**config.mk**
```make
export PLATFORM = sky130hd
export DESIGN_NAME = clock_core
export DESIGN_NICKNAME = d
export VERILOG_FILES = /design/src/rtl/clock_core.sv
export SDC_FILE = /design/constraint.sdc
export NUM_CORES = 1
export LEC_CHECK = 0
export ABC_AREA = 1
export BUFFER_PORTS_ARGS = -buffer_cell sky130_fd_sc_hd__buf_2
export CAP_MARGIN = 40
export CORE_ASPECT_RATIO = 0.8
export CORE_MARGIN = 2
export CORE_UTILIZATION = 50
export DETAILED_ROUTE_END_ITERATION = 6
export HOLD_SLACK_MARGIN = 0.03
export PLACE_DENSITY = 0.73
export SETUP_SLACK_MARGIN = 0.1
export SKIP_LAST_GASP = 1
export SLEW_MARGIN = 10
export SYNTH_ARGS = -nofsm -noshare
export SYNTH_HDL_FRONTEND = slang
export SYNTH_SLANG_ARGS = --single-unit
export TNS_END_PERCENT = 10
```
**constraint.sdc**
```tcl
create_clock -name clk -period 4 [get_ports clk]
set_input_delay 0.2 -clock clk [delete_from_list [all_inputs] [get_ports clk]]
set_output_delay 0.2 -clock clk [all_outputs]
set_load 0.005 [all_outputs]
```
**src/rtl/clock_core.sv**
```systemverilog
// rtl/clock_core.sv - BCD time-of-day core with 1 s prescaler, N alarms, ring control and 12/24 h display
module clock_core #(
   parameter int CLK_HZ  = 50_000_000,
   parameter int N_ALARM = 4,
   parameter int RING_S  = 10,
   localparam int AW     = (N_ALARM > 1) ? $clog2(N_ALARM) : 1
) (
   input  logic               clk,
   input  logic               rst,
   input  logic [1:0]         mode,
   input  logic [1:0]         field,
   input  logic               inc,
   input  logic               ack,
   input  logic [AW-1:0]      alarm_sel,
   input  logic [N_ALARM-1:0] alarm_en,
   input  logic               mode_12h,
   output logic [7:0]         hour,
   output logic [7:0]         minute,
   output logic [7:0]         second,
   output logic [7:0]         disp_hour,
   output logic               pm,
   output logic [7:0]         alarm_hour,
   output logic [7:0]         alarm_minute,
   output logic               tick_1s,
   output logic               ring,
   output logic [AW-1:0]      ring_id
);

   localparam int PW = (CLK_HZ > 1) ? $clog2(CLK_HZ) : 1;

   localparam logic [1:0] MODE_SET_TIME  = 2'b01;
   localparam logic [1:0] MODE_SET_ALARM = 2'b10;

   localparam logic [1:0] FIELD_SEC   = 2'd0;
   localparam logic [1:0] FIELD_MIN   = 2'd1;
   localparam logic [1:0] FIELD_HOUR  = 2'd2;
   localparam logic [1:0] FIELD_CLEAR = 2'd3;

   // BCD increment modulo 60; tens digit wraps after 5
   function automatic logic [7:0] inc60(input logic [7:0] v);
      logic [7:0] r;
      if (v[3:0] >= 4'd9) begin
         r[3:0] = 4'd0;
         r[7:4] = (v[7:4] >= 4'd5) ? 4'd0 : v[7:4] + 4'd1;
      end else begin
         r = {v[7:4], v[3:0] + 4'd1};
      end
      return r;
   endfunction

   // BCD increment modulo 24
   function automatic logic [7:0] inc24(input logic [7:0] v);
      logic [7:0] r;
      if (v >= 8'h23) begin
         r = 8'h00;
      end else if (v[3:0] >= 4'd9) begin
         r = {v[7:4] + 4'd1, 4'd0};
      end else begin
         r = {v[7:4], v[3:0] + 4'd1};
      end
      return r;
   endfunction

   logic [PW-1:0] pre_cnt;
   logic          run_mode;
   logic          pre_wrap;
   logic [7:0]    ring_cnt;

   logic [7:0]    alarm_h [N_ALARM];
   logic [7:0]    alarm_m [N_ALARM];
   logic          sel_ok;

   logic [7:0]    nxt_sec;
   logic [7:0]    nxt_min;
   logic [7:0]    nxt_hour;
   logic          match_hit;
   logic [AW-1:0] match_id;

   logic [4:0]    hour_bin;
   logic [4:0]    hour12_bin;
   logic [7:0]    disp12;

   // Mode 11 behaves exactly like run mode
   assign run_mode = (mode[1] == mode[0]);
   assign pre_wrap = run_mode && (pre_cnt == PW'(CLK_HZ - 1));
   assign sel_ok   = (int'(alarm_sel) < N_ALARM);

   // 1 s prescaler: counts only while running, parked at 0 otherwise
   always_ff @(posedge clk) begin
      if (rst || !run_mode || pre_wrap) begin
         pre_cnt <= '0;
      end else begin
         pre_cnt <= pre_cnt + PW'(1);
      end
   end

   // Tick is registered alongside the time update so both appear in the same cycle
   always_ff @(posedge clk) begin
      if (rst) begin
         tick_1s <= 1'b0;
      end else begin
         tick_1s <= pre_wrap;
      end
   end

   // Time value that the current second boundary would produce, with full carry
   always_comb begin
      nxt_sec  = inc60(second);
      nxt_min  = minute;
      nxt_hour = hour;
      if (second == 8'h59) begin
         nxt_min = inc60(minute);
         if (minute == 8'h59) begin
            nxt_hour = inc24(hour);
         end
      end
   end

   // Time-of-day register: carry chain on tick, independent field edits in set-time mode
   always_ff @(posedge clk) begin
      if (rst) begin
         hour   <= 8'h00;
         minute <= 8'h00;
         second <= 8'h00;
      end else if (pre_wrap) begin
         hour   <= nxt_hour;
         minute <= nxt_min;
         second <= nxt_sec;
      end else if (mode == MODE_SET_TIME && inc) begin
         case (field)
            FIELD_SEC:   second <= inc60(second);
            FIELD_MIN:   minute <= inc60(minute);
            FIELD_HOUR:  hour   <= inc24(hour);
            FIELD_CLEAR: second <= 8'h00;
            default:     second <= second;
         endcase
      end
   end

   // Alarm slot storage, edited one field at a time in set-alarm mode
   always_ff @(posedge clk) begin
      if (rst) begin
         for (int k = 0; k < N_ALARM; k++) begin
            alarm_h[k] <= 8'h00;
            alarm_m[k] <= 8'h00;
         end
      end else if (mode == MODE_SET_ALARM && inc && sel_ok) begin
         if (field == FIELD_MIN) begin
            alarm_m[alarm_sel] <= inc60(alarm_m[alarm_sel]);
         end else if (field == FIELD_HOUR) begin
            alarm_h[alarm_sel] <= inc24(alarm_h[alarm_sel]);
         end
      end
   end

   // Lowest enabled slot matching the upcoming hh:mm, only at the top of a minute
   always_comb begin
      match_hit = 1'b0;
      match_id  = '0;
      for (int k = N_ALARM - 1; k >= 0; k--) begin
         if (alarm_en[k] && alarm_h[k] == nxt_hour && alarm_m[k] == nxt_min) begin
            match_hit = 1'b1;
            match_id  = AW'(k);
         end
      end
      if (nxt_sec != 8'h00) begin
         match_hit = 1'b0;
      end
   end

   // Ring control: a match outranks ack; the counter only runs down on ticks
   always_ff @(posedge clk) begin
      if (rst) begin
         ring     <= 1'b0;
         ring_id  <= '0;
         ring_cnt <= 8'd0;
      end else if (!run_mode) begin
         ring     <= 1'b0;
         ring_cnt <= 8'd0;
      end else if (pre_wrap && match_hit) begin
         ring     <= 1'b1;
         ring_id  <= match_id;
         ring_cnt <= 8'(RING_S);
      end else if (ack) begin
         ring     <= 1'b0;
         ring_cnt <= 8'd0;
      end else if (pre_wrap && ring) begin
         if (ring_cnt <= 8'd1) begin
            ring     <= 1'b0;
            ring_cnt <= 8'd0;
         end else begin
            ring_cnt <= ring_cnt - 8'd1;
         end
      end
   end

   // Alarm read-back of the selected slot; out-of-range selections read as zero
   always_comb begin
      alarm_hour   = 8'h00;
      alarm_minute = 8'h00;
      if (sel_ok) begin
         alarm_hour   = alarm_h[alarm_sel];
         alarm_minute = alarm_m[alarm_sel];
      end
   end

   // 12/24 h display: convert via binary so the PM offset is a plain subtraction
   always_comb begin
      hour_bin = ({1'b0, hour[7:4]} * 5'd10) + {1'b0, hour[3:0]};
      if (hour_bin == 5'd0) begin
         hour12_bin = 5'd12;
      end else if (hour_bin > 5'd12) begin
         hour12_bin = hour_bin - 5'd12;
      end else begin
         hour12_bin = hour_bin;
      end
      if (hour12_bin >= 5'd10) begin
         disp12 = {4'd1, 4'(hour12_bin - 5'd10)};
      end else begin
         disp12 = {4'd0, hour12_bin[3:0]};
      end
      pm        = (hour_bin >= 5'd12);
      disp_hour = mode_12h ? disp12 : hour;
   end

endmodule

```
==> flow_summary.ini <==
[power_and_ir_drop]
peakVddDrop_uv = 190
combPwrFrac = 0.081
switchingPower_mw = 0.812
p_leak_nw = 4.44
p_per_area_mw_per_mm2 = 325
p_sw_frac = 0.256
seqPwrFrac = 0.445
p_int_mw = 2.36
clkPwrFrac = 0.474
fin_total_pwr_mw = 3.17

[finish]
design_area_mm2 = 0.00975
mostFrequentLayoutCells = 287 x nand2_1, 161 x inv_1, 160 x nor2_1
drive_gt1_frac = 0.138
nets = 1330
fill_cells = 1517
regArea_mm2 = 0.00317
multi_input_area_mm2 = 0.00470
area_growth_pct = 13.5
layout_commonest_cell = nand2_1
utilization = 0.585
num_antenna_cells = 0

[setup_path]
cp.required_ps = 3800
cp.arrival_ps = 3440
critPathMaxFanout = 6
cp-start-kind = flop
cp_common_cell = nand2_1
cp-end-kind = output pin
crit_type = reg2out
worstPathCellList = ha_1 > fa_1 > xnor2_2 > inv_1 > ha_1 > inv_1 > nor2_2 > o21ai_2 > xor2_1 > a31oi_1 > ha_2 > o21ai_0 > nand2_1 > nand2_1 > nand2_1 > o21ai_0 > nand2_1 > nand2_1 > buf_2
cpPeakStageDelay_ps = 420
crit_path_top_delay_cell = fa_1

[sta]
min_period_ps = 3640
slew_headroom = 0.448
finalSetupTns_ps = 0
slew_violations = 0
rsz0062_at_grt = no
period_share = 0.911
setup-violations-final = 0
worstMarginPinSlew_ps = 822
hold_viol_final = 0
finClkSkew_ps = 7.90
timing.fmax_mhz = 275

[floorplanning]
start_util = 0.516
die_x_um = 151
dieArea_mm2 = 0.0183
coreArea_mm2 = 0.0167
die_h_um = 121
row_count = 42
ios = 68

[synth]
avgSynthCellArea_um2 = 7.18
yosys.area.top_type_share = 0.224
synth_edf_count = 64
synthTopCellsByArea = edfxtp_1 22%, dfxtp_1 14%, nand2_1 13%
yosysTopAreaCell = edfxtp_1
synth-async-reset-ratio = 0
synth-seq-cells = 126
synth_area_mm2 = 0.00859
synthFlopType = edfxtp_1
synth_cells = 1197
synth_seq_area_share = 0.368
synth.distinct_cells = 58
yosys_warnings = 0

[grt]
antenna_found_initial = 0
grt_overflow = 0
grt_pass1_vias = 7404
grt_pass1_wl_mm = 37.9
grt_use_total = 0.268
grt_max_degree = 28

[clock_tree]
cts_sinks = 126
cts_buffer_depth = 2
numCtsBuffers = 17
htreeDepth = 4
cts_tree = done
clock_latency_ps = 430
cts_root_buffer = clkbuf_16
clkTransAtPathRegs_ps = 60

[route]
drc_errors = 1
wl_mm = 23.5
vias_per_cell = 5.40
ant_nets = 0
wire_per_inst_um = 15.6
dr.pass1.iters = 7
vias = 8145
drt-initial-drc-count = 946

[flow_run]
maxCapViolations = 0

[min_path]
hold_class = in2reg

[placement]
port_buffers = 67
gp_congestion = 0.949
place_area_mm2 = 0.00915
hpwl_mm = 17.8

[status]
failed_checks = design-rule violations
outcome = finished, violations left
## through the flow
step	hold slack [ps]	setup slack, ps	instances
finish	140	357	1507
global route	168	86.0	1507
CTS	126	159	1505
detailed placement	449	500	1473
global placement	429	678	1473
floorplan	413	971	1204
## path summary, 6_finish.rpt
kind | slack [ps] | startpoint | cells after the start | to
hold reg to reg | 450 | pre_cnt[0] | 1 | pre_cnt[0]
hold / removal | 140 | ack | 4 | ring
setup reg to reg | 730 | minute[0] | 19 | ring_cnt[2]
setup / recovery | 360 | hour[1] | 19 | disp_hour[2]
## repair_timing
action,4_1_cts,5_1_grt
gates resized for setup,1,6
setup endpoints to repair,2,4
setup buffers,0,2
hold buffers,0,0
pin swaps,0,2
## registers in the layout (all words and copies together) (netlist names)
name	flops
ring	1
alarm_m	32
second	8
hour	8
ring_id	2
tick_1s	1
alarm_h	32
minute	8
ring_cnt	8
pre_cnt	26
## metal layers
layer,up-vias,track usage,part of all wire,wire [µm]
met1,3691,0.392,0.47,11000
met2,375,0.398,0.42,9820
li1,4043,-,-,-
met5,-,0,0,0
met3,36,0.0575,0.097,2280
met4,0,0.0731,0.015,364
## power by group through the flow
stage | Combinational [mW] | Clock [mW] | Sequential (mW)
finish | 0.258 | 1.50 | 1.41
global route | 0.288 | 1.57 | 1.41
CTS | 0.255 | 1.51 | 1.41
detailed placement | 0.252 | 0 | 1.44
global placement | 0.250 | 0 | 1.44
floorplan | 0.172 | 0 | 1.43
## synth_stat cells (3+ instances only)
cell and count:
xor2_1 34, xnor2_1 9, a31oi_1 15, inv_1 161
edfxtp_1 64, nand2_2 23, o22ai_1 11, nor2_1 161
buf_2 4, nor2_2 8, nand4_1 13, inv_2 12
or2_2 5, ha_1 40, clkbuf_1 14, nor4_1 8
nand3_2 5, o21ai_0 35, nand3b_1 8, nor3b_1 4
dfxtp_1 62, a221oi_1 5, nand3_4 3, nand3_1 97
a32oi_1 4, a22oi_1 3, nor3_1 20, nand2_1 287
a21oi_1 47
## critical path: cells and delay by family, from the launching register on
family / cells / cell delay [ps]
adders and majority gates: 4 / 1110
AOI/OAI and AO/OA: 4 / 590
and+or+nand+nor: 6 / 380
DFF: 1 / 360
xor gates and xnor gates: 2 / 290
buffers and inverters: 3 / 270
## kinds of logic after synthesis
kind of cell / synth area share
simple gates: 0.343
buf+inv: 0.0899
compound gates: 0.0940
flops: 0.368
xor+xnor: 0.0438
fa+ha+maj: 0.0606
other cells: 0.000437
## cell type report
class | count | share of cell area
clock buffers | 20 | 0.0468
clock inverters | 12 | 0.0116
inverters | 174 | 0.0670
multi-input cells | 881 | 0.482
flip-flops and latches | 126 | 0.325
well taps | 220 | 0.0282
repair buffers | 74 | 0.0398
No activity file was read; power rests on OpenSTA's default activity.
